File: config.mk
export PLATFORM = sky130hd
export DESIGN_NAME = rtc_config_writer_flat
export DESIGN_NICKNAME = d
export VERILOG_FILES = /design/src/rtl/rtc_pkg.sv /design/src/rtl/rtc_config_writer_if.sv /design/src/rtl/rtc_bus_cycle.sv /design/src/rtl/rtc_config_writer.sv /design/src/flat_wrapper.sv
export SDC_FILE = /design/constraint.sdc
export NUM_CORES = 1
export LEC_CHECK = 0
export CELL_PAD_IN_SITES_DETAIL_PLACEMENT = 1
export CELL_PAD_IN_SITES_GLOBAL_PLACEMENT = 2
export CORE_MARGIN = 2
export CORE_UTILIZATION = 29
export CTS_CLUSTER_SIZE = 16
export DETAILED_ROUTE_END_ITERATION = 8
export PLACE_DENSITY = 0.89
export SLEW_MARGIN = 20
export SYNTH_ARGS = -nofsm -noshare
export SYNTH_HDL_FRONTEND = slang
export SYNTH_SLANG_ARGS = --single-unit
File: constraint.sdc
create_clock -name clk -period 2.5 [get_ports clk]
set_clock_uncertainty 0.05 [all_clocks]
set_input_delay 0.25 -clock clk [delete_from_list [all_inputs] [get_ports clk]]
set_output_delay 0.25 -clock clk [all_outputs]
set_load 0.1 [all_outputs]
File: src/rtl/rtc_pkg.sv
// Shared constants and types for the RTC configuration writer: RTC register
// addresses, transfer command codes, config-mode encodings and phase types.
package rtc_pkg;

    localparam logic [7:0] ADDR_CTRL = 8'h00;
    localparam logic [7:0] ADDR_SS   = 8'h21;
    localparam logic [7:0] ADDR_MM   = 8'h22;
    localparam logic [7:0] ADDR_HH   = 8'h23;
    localparam logic [7:0] ADDR_DAY  = 8'h24;
    localparam logic [7:0] ADDR_MES  = 8'h25;
    localparam logic [7:0] ADDR_YEAR = 8'h26;
    localparam logic [7:0] ADDR_SS_T = 8'h41;
    localparam logic [7:0] ADDR_MM_T = 8'h42;
    localparam logic [7:0] ADDR_HH_T = 8'h43;

    localparam logic [7:0] CMD_TIME_DATE = 8'hF1;
    localparam logic [7:0] CMD_TIMER     = 8'hF2;

    localparam logic [1:0] MODE_NORMAL = 2'd0;
    localparam logic [1:0] MODE_TIME   = 2'd1;
    localparam logic [1:0] MODE_DATE   = 2'd2;
    localparam logic [1:0] MODE_TIMER  = 2'd3;

    typedef enum logic {PH_ADDR = 1'b0, PH_DATA = 1'b1} phase_t;

    // GRP_INIT is the power-up control-register sequence (two writes to 0x00).
    typedef enum logic [1:0] {GRP_TIME, GRP_DATE, GRP_TIMER, GRP_INIT} grp_t;

    // RTC register address for the idx-th write (0..2) of a group.
    function automatic logic [7:0] reg_addr(grp_t grp, logic [1:0] idx);
        logic [7:0] a;
        a = ADDR_CTRL;
        unique case (grp)
            GRP_TIME:  a = (idx == 2'd0) ? ADDR_SS  : (idx == 2'd1) ? ADDR_MM  : ADDR_HH;
            GRP_DATE:  a = (idx == 2'd0) ? ADDR_DAY : (idx == 2'd1) ? ADDR_MES : ADDR_YEAR;
            GRP_TIMER: a = (idx == 2'd0) ? ADDR_SS_T : (idx == 2'd1) ? ADDR_MM_T : ADDR_HH_T;
            default:   a = ADDR_CTRL;
        endcase
        return a;
    endfunction

    function automatic logic [7:0] grp_cmd(grp_t grp);
        return (grp == GRP_TIMER) ? CMD_TIMER : CMD_TIME_DATE;
    endfunction

endpackage

File: src/rtl/rtc_config_writer_if.sv
// RTC pad bus: multiplexed address/data byte plus its strobes.
interface rtc_config_writer_if;
    logic [7:0] rtc_ad_out;
    logic       rtc_ad_oe;
    logic       rtc_cs_n;
    logic       rtc_wr_n;
    logic       rtc_rd_n;
    logic       rtc_a_d;

    modport master (output rtc_ad_out, rtc_ad_oe, rtc_cs_n, rtc_wr_n, rtc_rd_n, rtc_a_d);
    modport slave  (input  rtc_ad_out, rtc_ad_oe, rtc_cs_n, rtc_wr_n, rtc_rd_n, rtc_a_d);
endinterface

File: src/rtl/rtc_bus_cycle.sv
// One RTC bus phase (address or data): SETUP -> STROBE -> HOLD -> GAP, each
// stage timed by a down-counter. A start presented on the last GAP clock
// launches the next phase back-to-back, so CS_n stays high exactly T_GAP clocks.
module rtc_bus_cycle
    import rtc_pkg::*;
#(
    parameter int T_SETUP = 2,
    parameter int T_PULSE = 4,
    parameter int T_HOLD  = 2,
    parameter int T_GAP   = 2
) (
    input  logic       clk,
    input  logic       reset,
    input  logic       start,
    input  phase_t     ph_type,
    input  logic [7:0] ph_byte,
    rtc_config_writer_if.master rtc,
    output logic       cycle_done
);

    typedef enum logic [2:0] {S_IDLE, S_SETUP, S_STROBE, S_HOLD, S_GAP} stage_t;

    stage_t     stage;
    logic [7:0] cnt;

    // This block only ever writes to the RTC.
    assign rtc.rtc_rd_n = 1'b1;
    assign cycle_done   = (stage == S_GAP) && (cnt == 8'd0);

    // Stage sequencing and registered pad outputs.
    always_ff @(posedge clk) begin
        if (reset) begin
            stage          <= S_IDLE;
            cnt            <= 8'd0;
            rtc.rtc_cs_n   <= 1'b1;
            rtc.rtc_wr_n   <= 1'b1;
            rtc.rtc_ad_oe  <= 1'b0;
            rtc.rtc_a_d    <= 1'b0;
            rtc.rtc_ad_out <= 8'h00;
        end else if (start) begin
            stage          <= S_SETUP;
            cnt            <= 8'(T_SETUP - 1);
            rtc.rtc_cs_n   <= 1'b0;
            rtc.rtc_wr_n   <= 1'b1;
            rtc.rtc_ad_oe  <= 1'b1;
            rtc.rtc_a_d    <= (ph_type == PH_DATA);
            rtc.rtc_ad_out <= ph_byte;
        end else if (stage != S_IDLE) begin
            if (cnt != 8'd0) begin
                cnt <= cnt - 8'd1;
            end else begin
                unique case (stage)
                    S_SETUP: begin
                        stage        <= S_STROBE;
                        cnt          <= 8'(T_PULSE - 1);
                        rtc.rtc_wr_n <= 1'b0;
                    end
                    S_STROBE: begin
                        stage        <= S_HOLD;
                        cnt          <= 8'(T_HOLD - 1);
                        rtc.rtc_wr_n <= 1'b1;
                    end
                    S_HOLD: begin
                        stage         <= S_GAP;
                        cnt           <= 8'(T_GAP - 1);
                        rtc.rtc_cs_n  <= 1'b1;
                        rtc.rtc_ad_oe <= 1'b0;
                    end
                    default: stage <= S_IDLE;
                endcase
            end
        end
    end

endmodule

File: src/rtl/rtc_config_writer.sv
// RTC configuration writer. Snapshots the edited BCD group when a config mode
// is left and writes it to the RTC (3 register writes, then a command byte).
// Commits arriving while busy wait in a one-deep, latest-wins pending slot.
// Optional build macro RTC_INIT_EN: after reset, write 0x10 then 0x00 to RTC
// address 0x00 before serving any commit.
//
// state | meaning
// IDLE  | waiting for a pending commit
// LOAD  | shadow loaded, first address phase launched
// REG0  | first register write (A then D)
// REG1  | second register write
// REG2  | third register write
// CMD   | command byte (address phase only)
// FIN   | done pulse; chains straight into LOAD if a commit is pending
module rtc_config_writer
    import rtc_pkg::*;
#(
    parameter int T_SETUP = 2,
    parameter int T_PULSE = 4,
    parameter int T_HOLD  = 2,
    parameter int T_GAP   = 2
) (
    input  logic       clk,
    input  logic       reset,
    input  logic [1:0] config_mode,
    input  logic [7:0] btn_data_SS,
    input  logic [7:0] btn_data_MM,
    input  logic [7:0] btn_data_HH,
    input  logic [7:0] btn_data_YEAR,
    input  logic [7:0] btn_data_MES,
    input  logic [7:0] btn_data_DAY,
    input  logic [7:0] btn_data_SS_T,
    input  logic [7:0] btn_data_MM_T,
    input  logic [7:0] btn_data_HH_T,
    rtc_config_writer_if.master rtc,
    output logic       busy,
    output logic       done
);

    typedef enum logic [2:0] {ST_IDLE, ST_LOAD, ST_REG0, ST_REG1, ST_REG2, ST_CMD, ST_FIN} state_t;

    state_t          state, nxt_state;
    phase_t          cur_ph, nxt_ph, bus_type;
    logic            nxt_valid;
    logic [1:0]      prev_mode, nxt_idx;
    logic            commit, start, cycle_done;
    grp_t            snap_grp, pend_grp, sh_grp;
    logic [2:0][7:0] snap_data, pend_data, sh_data;
    logic            pend_valid;
    logic [7:0]      bus_byte;
`ifdef RTC_INIT_EN
    logic            init_req;
`endif

    assign commit = (prev_mode != MODE_NORMAL) && (config_mode != prev_mode);
    assign busy   = (state != ST_IDLE) || pend_valid;
    assign start  = (state == ST_LOAD) || (cycle_done && nxt_valid);

    // Select the group being left; element 0 is written first.
    always_comb begin
        snap_grp  = GRP_TIME;
        snap_data = {btn_data_HH, btn_data_MM, btn_data_SS};
        unique case (prev_mode)
            MODE_TIME: begin
                snap_grp  = GRP_TIME;
                snap_data = {btn_data_HH, btn_data_MM, btn_data_SS};
            end
            MODE_DATE: begin
                snap_grp  = GRP_DATE;
                snap_data = {btn_data_YEAR, btn_data_MES, btn_data_DAY};
            end
            MODE_TIMER: begin
                snap_grp  = GRP_TIMER;
                snap_data = {btn_data_HH_T, btn_data_MM_T, btn_data_SS_T};
            end
            default: ;
        endcase
    end

    // Next bus phase after the current one; nxt_valid=0 means the sequence ends.
    always_comb begin
        nxt_state = state;
        nxt_ph    = PH_ADDR;
        nxt_valid = 1'b0;
        unique case (state)
            ST_LOAD: begin
                nxt_state = ST_REG0;
                nxt_valid = 1'b1;
            end
            ST_REG0, ST_REG1, ST_REG2: begin
                if (cur_ph == PH_ADDR) begin
                    nxt_ph    = PH_DATA;
                    nxt_valid = 1'b1;
                end else if (state == ST_REG0) begin
                    nxt_state = ST_REG1;
                    nxt_valid = 1'b1;
                end else if (state == ST_REG1) begin
                    nxt_state = ST_REG2;
                    nxt_valid = (sh_grp != GRP_INIT);
                end else begin
                    nxt_state = ST_CMD;
                    nxt_valid = 1'b1;
                end
            end
            default: ;
        endcase
    end

    // Type and byte of the phase being launched.
    always_comb begin
        unique case (nxt_state)
            ST_REG1: nxt_idx = 2'd1;
            ST_REG2: nxt_idx = 2'd2;
            default: nxt_idx = 2'd0;
        endcase
        bus_type = nxt_ph;
        if (nxt_state == ST_CMD) begin
            bus_type = PH_ADDR;
            bus_byte = grp_cmd(sh_grp);
        end else if (nxt_ph == PH_DATA) begin
            bus_byte = sh_data[nxt_idx];
        end else begin
            bus_byte = reg_addr(sh_grp, nxt_idx);
        end
    end

    // Sequencer FSM with commit detect and the pending slot.
    always_ff @(posedge clk) begin
        if (reset) begin
            state      <= ST_IDLE;
            cur_ph     <= PH_ADDR;
            prev_mode  <= MODE_NORMAL;
            pend_valid <= 1'b0;
            pend_grp   <= GRP_TIME;
            pend_data  <= '0;
            sh_grp     <= GRP_TIME;
            sh_data    <= '0;
            done       <= 1'b0;
`ifdef RTC_INIT_EN
            init_req   <= 1'b1;
`endif
        end else begin
            done      <= 1'b0;
            prev_mode <= config_mode;
            unique case (state)
                ST_IDLE: begin
`ifdef RTC_INIT_EN
                    if (init_req) begin
                        init_req <= 1'b0;
                        sh_grp   <= GRP_INIT;
                        sh_data  <= {8'h00, 8'h00, 8'h10};
                        state    <= ST_LOAD;
                    end else
`endif
                    if (pend_valid) begin
                        sh_grp     <= pend_grp;
                        sh_data    <= pend_data;
                        pend_valid <= 1'b0;
                        state      <= ST_LOAD;
                    end
                end
                ST_LOAD: begin
                    state  <= nxt_state;
                    cur_ph <= nxt_ph;
                end
                ST_REG0, ST_REG1, ST_REG2, ST_CMD: begin
                    if (cycle_done) begin
                        if (nxt_valid) begin
                            state  <= nxt_state;
                            cur_ph <= nxt_ph;
                        end else if (sh_grp == GRP_INIT) begin
                            state <= ST_IDLE;
                        end else begin
                            state <= ST_FIN;
                            done  <= 1'b1;
                        end
                    end
                end
                ST_FIN: begin
                    if (pend_valid) begin
                        sh_grp     <= pend_grp;
                        sh_data    <= pend_data;
                        pend_valid <= 1'b0;
                        state      <= ST_LOAD;
                    end else begin
                        state <= ST_IDLE;
                    end
                end
                default: state <= ST_IDLE;
            endcase
            // A fresh commit always lands in the slot, overriding any consume above.
            if (commit) begin
                pend_valid <= 1'b1;
                pend_grp   <= snap_grp;
                pend_data  <= snap_data;
            end
        end
    end

    rtc_bus_cycle #(
        .T_SETUP (T_SETUP),
        .T_PULSE (T_PULSE),
        .T_HOLD  (T_HOLD),
        .T_GAP   (T_GAP)
    ) u_bus (
        .clk        (clk),
        .reset      (reset),
        .start      (start),
        .ph_type    (bus_type),
        .ph_byte    (bus_byte),
        .rtc        (rtc),
        .cycle_done (cycle_done)
    );

endmodule
File: src/flat_wrapper.sv
// flat-port wrapper written by rule: the top's interface ports become plain ports
module rtc_config_writer_flat import rtc_pkg::*;
#(
    parameter int T_SETUP = 2,
    parameter int T_PULSE = 4,
    parameter int T_HOLD  = 2,
    parameter int T_GAP   = 2
)
  (clk, reset, config_mode, btn_data_SS, btn_data_MM, btn_data_HH, btn_data_YEAR, btn_data_MES, btn_data_DAY, btn_data_SS_T, btn_data_MM_T, btn_data_HH_T, busy, done, rtc_rtc_ad_out, rtc_rtc_ad_oe, rtc_rtc_cs_n, rtc_rtc_wr_n, rtc_rtc_rd_n, rtc_rtc_a_d);
  rtc_config_writer_if rtc_i ();
  input  logic clk;
  input  logic reset;
  input  logic [1:0] config_mode;
  input  logic [7:0] btn_data_SS;
  input  logic [7:0] btn_data_MM;
  input  logic [7:0] btn_data_HH;
  input  logic [7:0] btn_data_YEAR;
  input  logic [7:0] btn_data_MES;
  input  logic [7:0] btn_data_DAY;
  input  logic [7:0] btn_data_SS_T;
  input  logic [7:0] btn_data_MM_T;
  input  logic [7:0] btn_data_HH_T;
  output logic busy;
  output logic done;
  output wire logic [$bits(rtc_i.rtc_ad_out)-1:0] rtc_rtc_ad_out;
  output wire logic [$bits(rtc_i.rtc_ad_oe)-1:0] rtc_rtc_ad_oe;
  output wire logic [$bits(rtc_i.rtc_cs_n)-1:0] rtc_rtc_cs_n;
  output wire logic [$bits(rtc_i.rtc_wr_n)-1:0] rtc_rtc_wr_n;
  output wire logic [$bits(rtc_i.rtc_rd_n)-1:0] rtc_rtc_rd_n;
  output wire logic [$bits(rtc_i.rtc_a_d)-1:0] rtc_rtc_a_d;
  assign rtc_rtc_ad_out = rtc_i.rtc_ad_out;
  assign rtc_rtc_ad_oe = rtc_i.rtc_ad_oe;
  assign rtc_rtc_cs_n = rtc_i.rtc_cs_n;
  assign rtc_rtc_wr_n = rtc_i.rtc_wr_n;
  assign rtc_rtc_rd_n = rtc_i.rtc_rd_n;
  assign rtc_rtc_a_d = rtc_i.rtc_a_d;
  rtc_config_writer #(.T_SETUP(T_SETUP), .T_PULSE(T_PULSE), .T_HOLD(T_HOLD), .T_GAP(T_GAP)) u_core (.clk(clk), .reset(reset), .config_mode(config_mode), .btn_data_SS(btn_data_SS), .btn_data_MM(btn_data_MM), .btn_data_HH(btn_data_HH), .btn_data_YEAR(btn_data_YEAR), .btn_data_MES(btn_data_MES), .btn_data_DAY(btn_data_DAY), .btn_data_SS_T(btn_data_SS_T), .btn_data_MM_T(btn_data_MM_T), .btn_data_HH_T(btn_data_HH_T), .rtc(rtc_i), .busy(busy), .done(done));
endmodule
==> flow_metrics.py <==
metrics = {
    "outcome": {
        "outcome": "finished clean",
    },
    "flow_run": {
        "maxCapViolations": 0,
    },
    "power_and_ir_drop": {
        "swShare_pct": 36.0,
        "pwr-share-seq_pct": 35.7,
        "intPower_mw": 2.83,
        "p_leak_nw": 1.93,
        "pwr-share-comb_pct": 35.2,
        "p_switching_mw": 1.59,
        "clkPwrFrac_pct": 29.1,
        "p_per_area_nw_per_um2": 797,
        "peakVddDrop_mv": 0.324,
    },
    "sta": {
        "slew_headroom_pct": 41.9,
        "hold_viol": 0,
        "finalMaxSlewViolations": 0,
        "setup_viol": 0,
        "setup_ws_ps": 132,
        "clock.fmax_mhz": 422,
        "tightest_slew_ps": 871,
        "post-route-period-util_pct": 94.7,
        "fin_crit_ps": 2370,
    },
    "placement": {
        "io_buffers": 89,
        "place.detailed.hpwl_mm": 9.06,
        "place_congestion": 0.870,
        "placed_cells": 774,
        "pre_cts_slack_ps": -19.7,
    },
    "critical_path": {
        "cp_data_required_time_ps": 2710,
        "critPathLaunch": "u_core.u_bus.cnt[0]$_SDFFE_PP0P_",
        "end_kind": "flop",
        "r2r_end": "u_core.u_bus.rtc.rtc_ad_out[7]$_SDFFE_PP0P_",
        "r2r_start": "u_core.u_bus.cnt[0]$_SDFFE_PP0P_",
        "crit_fanout": 10,
        "r2r_slack_ps": 130,
        "reg2reg_depth": 9,
        "critPathLaunchType": "flop",
        "criticalPathCategory": "reg -> reg",
        "cp_data_arrival_time_ps": 2580,
    },
    "clock_network": {
        "cts_sinks": 83,
        "clockBufferDepth": 2,
        "htreeDepth": 3,
        "cts_tree": "yes",
        "cts_hold_buf": 0,
        "worstSkewPairLatency_ps": 340,
        "cts-root-buf": "clkbuf_16",
        "cts_buffers": 9,
        "path_clk_slew_ps": 70,
    },
    "finish": {
        "drive_gt1_share_pct": 10.6,
        "final_cells": 793,
        "area_growth_pct": 32.2,
        "fillers": 1710,
        "antenna_cells": 0,
        "nets": 686,
    },
    "hold_path": {
        "holdPathStages": 3,
        "hp-start": "reset",
        "whs_endpoint": "u_core.u_bus.rtc.rtc_cs_n$_SDFFE_PP1P_",
        "hold_path_class": "in -> reg",
    },
    "floorplanning": {
        "die_w_um": 124,
        "start_util_pct": 29.9,
        "rows": 43,
        "core_um2": 14000,
        "io_pins": 91,
        "die_area_um2": 15400,
        "fp.dieH_um": 124,
    },
    "route": {
        "via_per_inst": 5.03,
        "drtIter0Drc": 208,
        "remaining_drc_errors": 0,
        "dr.pass1.iters": 4,
        "vias": 3990,
        "wl_per_cell_um": 15.3,
        "drtAntennaViolNets": 0,
        "routed_wl_mm": 12.2,
    },
    "global_routing": {
        "grt_pass1_wl_mm": 20.3,
        "antenna_found_initial": 0,
        "grtUsageTotal_pct": 16.5,
        "grt_max_degree": 69,
        "grt_overflow": 0,
        "first_global_vias": 4077,
    },
    "yosys": {
        "syn_nets": 607,
        "synth-edff-count": 0,
        "ys.flop_type": "dfxtp_1",
        "avgSynthCellArea_um2": 7.90,
        "ys_warn_count": 0,
        "async_reset_ff_share_pct": 0,
        "ys_seq_area_share_pct": 39.7,
        "synth.distinct_cells": 62,
        "syn_area_um2": 4190,
        "ys_ff_latch": 83,
        "synthCells": 530,
    },
}
-- critical path, stage by stage (launching register included) --
cell and delay, ps:
dfxtp_1 310, inv_1 120, ha_1 220, or3b_4 430, nor4b_4 370, buf_4 190
a22o_4 170, buf_4 160, o21ai_0 80, a31oi_1 180
-- cell type report --
type                       count  area (µm²)  area share, %
tap                          180         225           4.07
multi-input combinational    391        2280           41.1
inverter                      13        48.8          0.881
clock buffer                  10         229           4.14
timing repair buffer         111        1040           18.8
clock inverter                 5        55.1          0.994
sequential                    83        1660           30.0
-- timing repair --
item | in CTS | in global routing
hold endpoints to repair | 0 | 0
pin swaps | 0 | 1
endpoints found under the setup margin | 4 | 13
buffers inserted | 0 | 4
resized for setup | 1 | 3
-- kinds of logic after synthesis --
group | Yosys count | synth area share [%]
AO/OA/AOI/OAI | 169 | 25.0
XOR/XNOR | 9 | 1.88
adder cells (fa/ha/maj) | 1 | 0.299
buffers and inverters | 56 | 6.49
flip-flops | 83 | 39.7
multiplexers | 32 | 7.68
other | 1 | 0.0896
AND/OR/NAND/NOR | 179 | 18.9
-- power by group through the flow --
| stage | Combinational, mW | Sequential (mW) | Clock, mW |
|---|---|---|---|
| 6_report | 1.55 | 1.58 | 1.28 |
| 5_1_grt | 1.69 | 1.59 | 1.38 |
| 4_1_cts | 1.53 | 1.57 | 1.31 |
| 3_5_place_dp | 1.52 | 1.60 | 0 |
| 3_3_place_gp | 1.44 | 1.59 | 0 |
| 2_1_floorplan | 0.903 | 1.70 | 0 |
-- routing by layer --
layer,vias to the layer above,track usage [%],part of all wire [%]
li1,2020,-,-
met1,1852,21.4,48
met2,110,27.2,46
met3,8,4.21,5.8
met4,0,4.21,0.86
met5,-,0,0
-- through the flow --
step                power (mW)  util [%]  setup TNS [ps]  hold WS, ps  instance area [µm²]
floorplan                 2.61         -               0          329                 4190
global placement          3.02      37.2               0          393                 5200
detailed placement        3.12      37.2           -36.4          397                 5200
CTS                       4.41      39.2               0          283                 5490
global route              4.66      39.6           -9.06          316                 5540
finish                    4.41      39.6               0          281                 5540
-- registers in the layout, summed over array words and instances, names as in the netlist --
signal                       flops
u_core.u_bus.rtc.rtc_wr_n        1
u_core.u_bus.stage               3
u_core.pend_data                24
u_core.sh_data                  24
u_core.pend_valid                1
u_core.cur_ph                    1
u_core.state                     3
u_core.u_bus.rtc.rtc_cs_n        1
u_core.u_bus.cnt                 8
u_core.u_bus.rtc.rtc_ad_out      8
u_core.u_bus.rtc.rtc_ad_oe       1
u_core.sh_grp                    2
u_core.prev_mode                 2
u_core.u_bus.rtc.rtc_a_d         1
u_core.done                      1
u_core.pend_grp                  2
-- how the worst max path moves through the flow --
stage,slack (ps),cells past startpoint,to
6_report,130,9,u_core.u_bus.rtc.rtc_ad_out[7]$_SDFFE_PP0P_
5_1_grt,-9,9,u_core.u_bus.rtc.rtc_ad_out[4]$_SDFFE_PP0P_
4_1_cts,50,8,u_core.u_bus.rtc.rtc_ad_out[7]$_SDFFE_PP0P_
3_5_place_dp,-20,7,u_core.u_bus.cnt[5]$_SDFFE_PP0P_
3_3_place_gp,170,7,u_core.u_bus.cnt[3]$_SDFFE_PP0P_
2_1_floorplan,370,8,u_core.u_bus.rtc.rtc_ad_out[1]$_SDFFE_PP0P_
-- cells in the final DEF, fill, tap and decap left out, types with 3 or more instances in the layout --
master             n
nor2_1            20
buf_4             34
a211oi_1           6
mux2i_1           31
nand2_1          115
o21a_1             3
xnor2_1            6
dfxtp_1           83
clkbuf_16          9
a22oi_1            3
clkdlybuf4s50_1   74
a31oi_1            9
a22o_1             3
nor2b_1            5
o211ai_1          26
nor3_1             9
nand2b_1           4
inv_1             13
o21ai_0           26
nand3_1            9
xor2_1             3
a21oi_1           72
-- Yosys cell counts, types with 4 or more instances --
master      n  area, µm²
buf_1       5       18.8
nor3_1     10       50.1
dfxtp_1    83       1660
nor2_1     20       75.1
o211ai_1   26        195
nand2_1   115        432
a211oi_1    6       45.0
clkbuf_1   30        113
xnor2_1     6       52.6
nand2b_1    4       25.0
o21ai_0    26        130
a21oi_1    72        360
mux2i_1    31        310
nand3_1     9       45.0
nor2b_1     5       31.3
a31oi_1     9       56.3
inv_1      13       48.8
Note: power is estimated with default switching activity, not from simulation.
